## config.mk

```make
export PLATFORM = sky130hd
export DESIGN_NAME = spi_cfg_controller_flat
export DESIGN_NICKNAME = d
export VERILOG_FILES = /design/src/rtl/spi_cfg_pkg.sv /design/src/rtl/spi_cfg_if.sv /design/src/rtl/sync_edge_det.sv /design/src/rtl/spi_cfg_controller.sv /design/src/flat_wrapper.sv
export SDC_FILE = /design/constraint.sdc
export NUM_CORES = 1
export LEC_CHECK = 0
export ABC_CLOCK_PERIOD_IN_PS = 2420
export CAP_MARGIN = 40
export CORE_UTILIZATION = 53
export CTS_CLUSTER_DIAMETER = 150
export DETAILED_ROUTE_END_ITERATION = 16
export GPL_ROUTABILITY_DRIVEN = 0
export PLACE_DENSITY = 0.79
export SLEW_MARGIN = 10
export SYNTH_ARGS = -nofsm -noshare
export SYNTH_HDL_FRONTEND = slang
export SYNTH_SLANG_ARGS = --single-unit
```

## constraint.sdc

```tcl
create_clock -name clk -period 2.42 [get_ports clk]
set_input_delay 0.726 -clock clk [delete_from_list [all_inputs] [get_ports clk]]
set_output_delay 0.726 -clock clk [all_outputs]
set_load 0.1 [all_outputs]
```

## src/rtl/spi_cfg_pkg.sv

```systemverilog
// Shared constants and types for the SPI configuration slave.
// Register map, frame geometry and FSM state encoding.
package spi_cfg_pkg;

  localparam logic [6:0] ADDR_EN_OUT_LO = 7'h00;
  localparam logic [6:0] ADDR_EN_OUT_HI = 7'h01;
  localparam logic [6:0] ADDR_EN_PWM_LO = 7'h02;
  localparam logic [6:0] ADDR_EN_PWM_HI = 7'h03;
  localparam logic [6:0] ADDR_DUTY      = 7'h04;

  localparam int FRAME_BITS = 16;

  typedef enum logic [1:0] {
    IDLE,
    SHIFT,
    COMMIT
  } state_t;

endpackage

```

## src/rtl/spi_cfg_if.sv

```systemverilog
// SPI pin bundle between the pad ring (master side) and the
// configuration slave.
interface spi_cfg_if;

  logic sclk;
  logic copi;
  logic ncs;

  modport master (
    output sclk,
    output copi,
    output ncs
  );

  modport slave (
    input sclk,
    input copi,
    input ncs
  );

endinterface

```

## src/rtl/sync_edge_det.sv

```systemverilog
// Multi-flop synchronizer for one asynchronous input, plus
// rise/fall pulses taken against one extra delayed flop.
module sync_edge_det #(
  parameter int   SYNC_STAGES = 2,
  parameter logic RST_VAL     = 1'b0
) (
  input  logic clk,
  input  logic rst_n,
  input  logic i_d,
  output logic o_level,
  output logic o_rise,
  output logic o_fall
);

  logic [SYNC_STAGES-1:0] r_sync;
  logic                   r_dly;

  always_ff @(posedge clk or negedge rst_n) begin
    if (!rst_n) begin
      r_sync <= {SYNC_STAGES{RST_VAL}};
      r_dly  <= RST_VAL;
    end else begin
      r_sync <= {r_sync[SYNC_STAGES-2:0], i_d};
      r_dly  <= r_sync[SYNC_STAGES-1];
    end
  end

  assign o_level = r_sync[SYNC_STAGES-1];
  assign o_rise  = o_level & ~r_dly;
  assign o_fall  = ~o_level & r_dly;

endmodule

```

## src/rtl/spi_cfg_controller.sv

```systemverilog
// SPI mode-0 write-only slave that loads the five PWM config
// registers from 16-bit frames: R/W, 7-bit address, 8-bit data.
module spi_cfg_controller
  import spi_cfg_pkg::*;
#(
  parameter int SYNC_STAGES = 2,
  parameter int NUM_REGS    = 5,
  parameter int FRAME_BITS  = 16
) (
  input  logic       clk,
  input  logic       rst_n,
  spi_cfg_if.slave   spi,
  output logic [7:0] en_reg_out_7_0,
  output logic [7:0] en_reg_out_15_8,
  output logic [7:0] en_reg_pwm_7_0,
  output logic [7:0] en_reg_pwm_15_8,
  output logic [7:0] pwm_duty_cycle,
  output logic       cfg_wr_stb
);

  localparam logic [4:0] CNT_FULL = 5'(FRAME_BITS);
  localparam logic [4:0] CNT_OVR  = 5'(FRAME_BITS + 1);
  localparam int         ARM_CYC  = SYNC_STAGES + 1;
  localparam int         HW       = $clog2(ARM_CYC + 1);

  logic w_sclk_lvl, w_sclk_rise, w_sclk_fall;
  logic w_copi_lvl, w_copi_rise, w_copi_fall;
  logic w_ncs_lvl, w_ncs_rise, w_ncs_fall;
  logic w_unused;

  sync_edge_det #(.SYNC_STAGES(SYNC_STAGES), .RST_VAL(1'b0)) u_sclk (
    .clk     (clk),
    .rst_n   (rst_n),
    .i_d     (spi.sclk),
    .o_level (w_sclk_lvl),
    .o_rise  (w_sclk_rise),
    .o_fall  (w_sclk_fall)
  );

  sync_edge_det #(.SYNC_STAGES(SYNC_STAGES), .RST_VAL(1'b0)) u_copi (
    .clk     (clk),
    .rst_n   (rst_n),
    .i_d     (spi.copi),
    .o_level (w_copi_lvl),
    .o_rise  (w_copi_rise),
    .o_fall  (w_copi_fall)
  );

  sync_edge_det #(.SYNC_STAGES(SYNC_STAGES), .RST_VAL(1'b1)) u_ncs (
    .clk     (clk),
    .rst_n   (rst_n),
    .i_d     (spi.ncs),
    .o_level (w_ncs_lvl),
    .o_rise  (w_ncs_rise),
    .o_fall  (w_ncs_fall)
  );

  assign w_unused = &{1'b0, w_sclk_lvl, w_sclk_fall,
                      w_copi_rise, w_copi_fall};

  state_t                r_state;
  logic [4:0]            r_cnt;
  logic [FRAME_BITS-1:0] r_sr;
  logic [7:0]            r_out_lo, r_out_hi;
  logic [7:0]            r_pwm_lo, r_pwm_hi;
  logic [7:0]            r_duty;
  logic                  r_stb;
  logic                  r_armed;
  logic [HW-1:0]         r_hi_cnt;

  logic       w_rw;
  logic [6:0] w_addr;
  logic [7:0] w_data;
  logic       w_ok;

  assign w_rw   = r_sr[FRAME_BITS-1];
  assign w_addr = r_sr[FRAME_BITS-2 -: 7];
  assign w_data = r_sr[7:0];
  assign w_ok   = (r_cnt == CNT_FULL) && w_rw &&
                  (w_addr < 7'(NUM_REGS));

  // A falling ncs only opens a frame once ncs has been seen high for
  // real after reset, so a frame cut by reset can never resume.
  always_ff @(posedge clk or negedge rst_n) begin
    if (!rst_n) begin
      r_state  <= IDLE;
      r_cnt    <= '0;
      r_sr     <= '0;
      r_out_lo <= '0;
      r_out_hi <= '0;
      r_pwm_lo <= '0;
      r_pwm_hi <= '0;
      r_duty   <= '0;
      r_stb    <= 1'b0;
      r_armed  <= 1'b0;
      r_hi_cnt <= '0;
    end else begin
      r_stb <= 1'b0;

      if (!w_ncs_lvl)
        r_hi_cnt <= '0;
      else if (!r_armed)
        r_hi_cnt <= r_hi_cnt + 1'b1;

      if (w_ncs_rise ||
          (w_ncs_lvl && r_hi_cnt == HW'(ARM_CYC - 1)))
        r_armed <= 1'b1;

      unique case (r_state)
        IDLE: begin
          if (w_ncs_fall && r_armed) begin
            r_state <= SHIFT;
            r_cnt   <= '0;
            r_sr    <= '0;
          end
        end
        SHIFT: begin
          if (w_ncs_rise) begin
            r_state <= COMMIT;
          end else if (w_sclk_rise) begin
            r_sr <= {r_sr[FRAME_BITS-2:0], w_copi_lvl};
            if (r_cnt != CNT_OVR)
              r_cnt <= r_cnt + 5'd1;
          end
        end
        COMMIT: begin
          r_state <= IDLE;
          if (w_ok) begin
            r_stb <= 1'b1;
            unique case (1'b1)
              (w_addr == ADDR_EN_OUT_LO): r_out_lo <= w_data;
              (w_addr == ADDR_EN_OUT_HI): r_out_hi <= w_data;
              (w_addr == ADDR_EN_PWM_LO): r_pwm_lo <= w_data;
              (w_addr == ADDR_EN_PWM_HI): r_pwm_hi <= w_data;
              (w_addr == ADDR_DUTY):      r_duty   <= w_data;
              default: ;
            endcase
          end
        end
        default: r_state <= IDLE;
      endcase
    end
  end

  assign en_reg_out_7_0  = r_out_lo;
  assign en_reg_out_15_8 = r_out_hi;
  assign en_reg_pwm_7_0  = r_pwm_lo;
  assign en_reg_pwm_15_8 = r_pwm_hi;
  assign pwm_duty_cycle  = r_duty;
  assign cfg_wr_stb      = r_stb;

endmodule

```

## src/flat_wrapper.sv

```systemverilog
// flat-port wrapper written by rule: the top's interface ports become plain ports
module spi_cfg_controller_flat import spi_cfg_pkg::*;
#(
  parameter int SYNC_STAGES = 2,
  parameter int NUM_REGS    = 5,
  parameter int FRAME_BITS  = 16
)
  (clk, rst_n, en_reg_out_7_0, en_reg_out_15_8, en_reg_pwm_7_0, en_reg_pwm_15_8, pwm_duty_cycle, cfg_wr_stb, spi_sclk, spi_copi, spi_ncs);
  spi_cfg_if spi_i ();
  input  logic clk;
  input  logic rst_n;
  output logic [7:0] en_reg_out_7_0;
  output logic [7:0] en_reg_out_15_8;
  output logic [7:0] en_reg_pwm_7_0;
  output logic [7:0] en_reg_pwm_15_8;
  output logic [7:0] pwm_duty_cycle;
  output logic cfg_wr_stb;
  input wire logic [$bits(spi_i.sclk)-1:0] spi_sclk;
  input wire logic [$bits(spi_i.copi)-1:0] spi_copi;
  input wire logic [$bits(spi_i.ncs)-1:0] spi_ncs;
  assign spi_i.sclk = spi_sclk;
  assign spi_i.copi = spi_copi;
  assign spi_i.ncs = spi_ncs;
  spi_cfg_controller #(.SYNC_STAGES(SYNC_STAGES), .NUM_REGS(NUM_REGS), .FRAME_BITS(FRAME_BITS)) u_core (.clk(clk), .rst_n(rst_n), .spi(spi_i), .en_reg_out_7_0(en_reg_out_7_0), .en_reg_out_15_8(en_reg_out_15_8), .en_reg_pwm_7_0(en_reg_pwm_7_0), .en_reg_pwm_15_8(en_reg_pwm_15_8), .pwm_duty_cycle(pwm_duty_cycle), .cfg_wr_stb(cfg_wr_stb));
endmodule
```

After elaboration in Yosys (flattened, before gate mapping). Cells that the tools add are included.

Flip-flop bits (word level): 75. Output and inout bits: 41.

Bitwise operators: 6. Add/sub/neg operators: 2. Equality and inequality tests: 15. Magnitude comparators: 1. Mux-type cells: 16. Reductions and logical operators: 16.

Operators with widths (number): $mux W16 (3); $pmux W16 S2 (1); $mux W5 (4); $reduce_and A3 Y1 (5); $eq A7 B2 Y1 const B (2); $pmux W5 S2 (1); $mux W2 (4); $eq A7 B1 Y1 const B (1); $eq A7 B3 Y1 const B (1); $logic_not A7 Y1 (1); $lt A7 B3 Y1 const B (1); $ne A2 B1 Y1 const B (3); $ne A2 B2 Y1 const B (3); $add A5 B1 Y5 const B (1); $eq A5 B5 Y1 const B (1); $ne A5 B5 Y1 const B (1); $reduce_and A5 Y1 (1); $eq A2 B2 Y1 const B (2); $logic_and A1 B1 Y1 (4); $pmux W2 S2 (1); $reduce_and A4 Y1 (1); $and A1 B1 Y1 (3); $not A1 Y1 (3); $add A2 B1 Y2 const B (1); 6 further kinds (7).

Logic depth before layout (Yosys ltp).
Depth after elaboration: 5. Depth in mapped cells: 7.

By module. A second synthesis with hierarchy kept.

Cells, all modules: 196. Area total of the unflattened synthesis: 3054.2 um^2.

Modules (own cells, without submodules): spi_cfg_controller (cells an instance 181, area each 2780.2 um^2, times used 1); sync_edge_det at u_core.u_copi ... (cells an instance 5, area each 90.1 um^2, times used 2); sync_edge_det at u_core.u_ncs (cells an instance 5, area each 93.8 um^2, times used 1).

Worst setup path after synthesis. Ideal clock, no wire load.

Path type: reg2reg. From: register u_core.r_cnt[0]. To: register u_core.r_out_lo[0] (netlist: u_core.en_reg_out_7_0[0]). Slack: 710 ps. Setup time: 126 ps. Stages on the path, launching flop included: 8. Arrival: 1584 ps. Period minus slack after synthesis: 1710 ps. Required time: 2294 ps. Cells stage by stage: dfrtp_1 -> inv_1 -> ha_1 -> and2_1 -> and4_1 -> buf_4 -> nand3_2 -> mux2_2.

Word-level cells in the longest chain between the ends: 4.

RTL lines: start, declared (line spi_cfg_controller.sv:62) `logic [4:0] r_cnt;`; start signal, assigned (line spi_cfg_controller.sv:123) `r_cnt <= r_cnt + 5'd1;`; $eq A5 B5 Y1 (line spi_cfg_controller.sv:79) `assign w_ok = (r_cnt == CNT_FULL) && w_rw &&`; $logic_and A1 B1 Y1 (2 in series) (line spi_cfg_controller.sv:79); $reduce_and A3 Y1 (no source line); end signal, assigned (line spi_cfg_controller.sv:131) `(w_addr == ADDR_EN_OUT_LO): r_out_lo <= w_data;`; end, declared (line spi_cfg_controller.sv:64) `logic [7:0] r_out_lo, r_out_hi;`.

No other way between the ends. A chain may end at the register's enable or synchronous reset.

Final worst setup path.
From: register u_core.r_cnt[0]. To: register u_core.r_out_lo[3] (netlist: u_core.en_reg_out_7_0[3]).

The elaborated chain is that of the path after synthesis.

==> impl_results.md <==
* Status: completed
* Worst Path Max Fanout at 8
* Distinct cells, synth at 35
* CP required at between 2 and 3 ns
* Crit path DAT at 2.30 ns
* Cts repair resizes at 0
* Cell Area, Synth at 0.00294 mm2
* Die Area at 0.00584 mm2
* Worst R2R Setup Slack at 0.35 ns
* Setup violations, final at 0
* Share of the synthesized area in the top cell type at 61.4%
* Synth Area in Simple Gates at 9.21%
* CP endpoint kind: flop
* DR vias/cell at roughly 5.4
* # rows at 26
* Total GRT Usage at between 10% and 20%
* Total CTS buffers at 9
* Fill count at 381
* Fraction of layout cells with a size suffix above 1 at 43.2%
* Total gr overflow at 0
* Switching share of power at 23.1%
* Headroom to the max-slew limit at 59.3%
* Seq/Total Area, Yosys at 64.1%
* Max Cap Viol at 0
* Gate Count Post-Synth at 193
* Initial Utilization at a little under three fifths
* Setup_tns at 0 ns
* CTS Buffer Depth at 2
* Initial antenna violation count at 0
* Post-synthesis compound-gate area fraction at 7.12%
* Vias post-DR at 1717
* Worst min path class: reg -> reg
* Synthesized area per cell at 15.2 um2
* RSZ-0062 raised after global routing: no
* Ports at 46
* CTS H-tree depth at 3
* Gate power share at 4.7%
* Post-synth top cells: dfrtp_1 (72), mux2_2 (38), a22o_1 (16)
* Syn nets at 202
* Yosys warning count at 0
* Final slew viol count at 0
* Die Span X at 76.4 um
* Maximum clock rate at 0.482 GHz
* Primary FF master, synth: dfrtp_1
* Power per cell area at 677 mW/mm2
* Post-Synth Adder-Cell Area at ~1.7%
* Global-route wire length before repair at 8.60 mm
* Post-synth EDFFs at 0
* # nets final at approximately 250
* CTS tree: yes
* Clock sinks at 75
* Switch Pwr at about 560 uW
* Largest net degree at the start of global routing at 76
* Tmin final at between 2 and 2.5 ns
* Finished Cell Area at approximately 0.0036 mm2
* Core Area at 0.00520 mm2
* Iter 0 DRT Violations at slightly below 80
* Peak VDD IR at roughly 480 uV
* Vias in the first global route at 1737
* Xor and xnor area share after synthesis at less than 1%
* Number of nets still failing antenna checks after routing at 0
* Ant diodes at 0
* Postcts setup bufs at 0
* Area delta synth->final at 22.0%
* Die Height at 76.4 um
* Setup Skew at 0.00456 ns
* Cell Int Power at 1.86 mW
* Synth area leader: dfrtp_1
* Clock share of power at 40.6%
* Fin crit share at a little under nine tenths
* Largest cells by area after synthesis: dfrtp_1 (61%), mux2_2 (15%), a22o_1 (4.8%)
* Multiplexer share of the synthesized area at around 15%
* IO buf count at 45
* Synth async-reset ratio at 100%
* DRC Markers at 0
* Worst skew pair latency at 0.34 ns
* Largest family of logic cells by synthesized area: multiplexers
* Synth Register Bits at 75
* DP Wirelength at around 3.3 mm
* Root buffer cell: clkbuf_8
* Wirelength, routed at 5.14 mm
* Dpl cell area at 0.00337 mm2
* Final Hold Viols at 0
* DRT Pass-1 Iters at 4
* Measured slew at the worst slew-check pin at slightly above 0.6 ns
* WL/cell at about 16 um
* Cell with the most instances after synthesis: dfrtp_1
* Clk slew on worst S/H paths at 0.08 ns
* Pleak at 1.82 nW
* Reg power frac at 54.7%
* WS Path Type: reg -> reg
* Startpoint Class: flop
* Hold buffers post-CTS at 0
[power groups by stage]
| stage | Combinational, mW | Clock [mW] | Sequential, mW |
|---|---|---|---|
| floorplan | 0.0669 | 0 | 1.34 |
| global placement | 0.115 | 0 | 1.35 |
| detailed placement | 0.115 | 0 | 1.35 |
| CTS | 0.116 | 1.01 | 1.32 |
| global route | 0.129 | 1.05 | 1.33 |
| finish | 0.114 | 0.984 | 1.33 |
[flip-flops by register name (all words and copies together), names as in the netlist]
| register | count |
|---|---|
| u_core.u_copi.r_sync | 2 |
| u_core.u_ncs.r_dly | 1 |
| u_core.u_sclk.r_dly | 1 |
| u_core.r_sr | 16 |
| u_core.r_hi_cnt | 2 |
| u_core.u_sclk.r_sync | 2 |
| u_core.en_reg_pwm_7_0 | 8 |
| u_core.u_ncs.r_sync | 2 |
| u_core.r_cnt | 5 |
| u_core.en_reg_out_7_0 | 8 |
| u_core.r_state | 2 |
| u_core.r_armed | 1 |
| u_core.cfg_wr_stb | 1 |
| u_core.pwm_duty_cycle | 8 |
| u_core.en_reg_pwm_15_8 | 8 |
| u_core.en_reg_out_15_8 | 8 |
[cells in the final DEF, fill, tap and decap left out, drive strengths merged, types with 3 or more instances in the layout]
master,count
a22o,16
and2,4
and3,3
buf,45
clkbuf,11
clkdlybuf4s50,3
clkinvlp,3
dfrtp,72
dfstp,3
ha,4
inv,4
mux2,40
nand2,3
nand3,3
nand4b,3
nor2,4
nor3,3
o21ai,3
[metrics by stage]
step	power (mW)	hold WS (ns)	util [%]	instances	setup WS (ns)
6_report	2.42	0.351	68.8	320	0.345
3_3_place_gp	1.46	0.332	64.7	304	0.353
2_1_floorplan	1.40	0.331	-	193	0.710
5_1_grt	2.52	0.355	68.8	320	0.188
4_1_cts	2.45	0.353	68.8	320	0.331
3_5_place_dp	1.46	0.335	64.7	304	0.344
[area by class of cell]
class / count / area, um2 / area share (%)
sequential: 75 / 1880 / 52.5
multi-input combinational: 107 / 1010 / 28.1
timing repair buffer: 48 / 378 / 10.6
clock buffer: 11 / 151 / 4.23
tap: 70 / 87.6 / 2.45
clock inverter: 5 / 61.3 / 1.71
inverter: 4 / 15.0 / 0.419
[worst paths after layout]
check	endpoint	cells after the start	from
setup reg to reg	u_core.en_reg_out_7_0[3]	6	u_core.r_cnt[0]
max in group asynchronous	u_core.u_ncs.r_dly	2	rst_n
setup / recovery	u_core.en_reg_out_7_0[3]	6	u_core.r_cnt[0]
hold reg to reg	u_core.u_sclk.r_sync[1]	0	u_core.u_sclk.r_sync[0]
hold / removal	u_core.u_sclk.r_sync[1]	0	u_core.u_sclk.r_sync[0]
min in group asynchronous	u_core.r_sr[14]	2	rst_n
[routing by layer]
metal | wire length [um] | track usage (%)
met5 | 0 | 0
met3 | 245 | 5.27
met4 | 84 | 9.23
met1 | 2610 | 28.6
met2 | 2200 | 26.6
[logic make-up (layout without fill, tap and decap cells)]
family | count (synthesis) | in the layout
AO/OA/AOI/OAI | 26 | 26
XOR/XNOR | 3 | 3
adder cells (fa/ha/maj) | 4 | 4
buffers and inverters | 11 | 68
flip-flops | 75 | 75
multiplexers | 40 | 40
AND/OR/NAND/NOR | 34 | 34
[worst max-delay path: stages, from the launching register on]
cell and delay, ns:
dfrtp_1 0.43, inv_1 0.09, ha_1 0.14, and2_1 0.11, and4_1 0.47, nand3_2 0.35
mux2_2 0.37
Power figures use the tool's default switching activity.
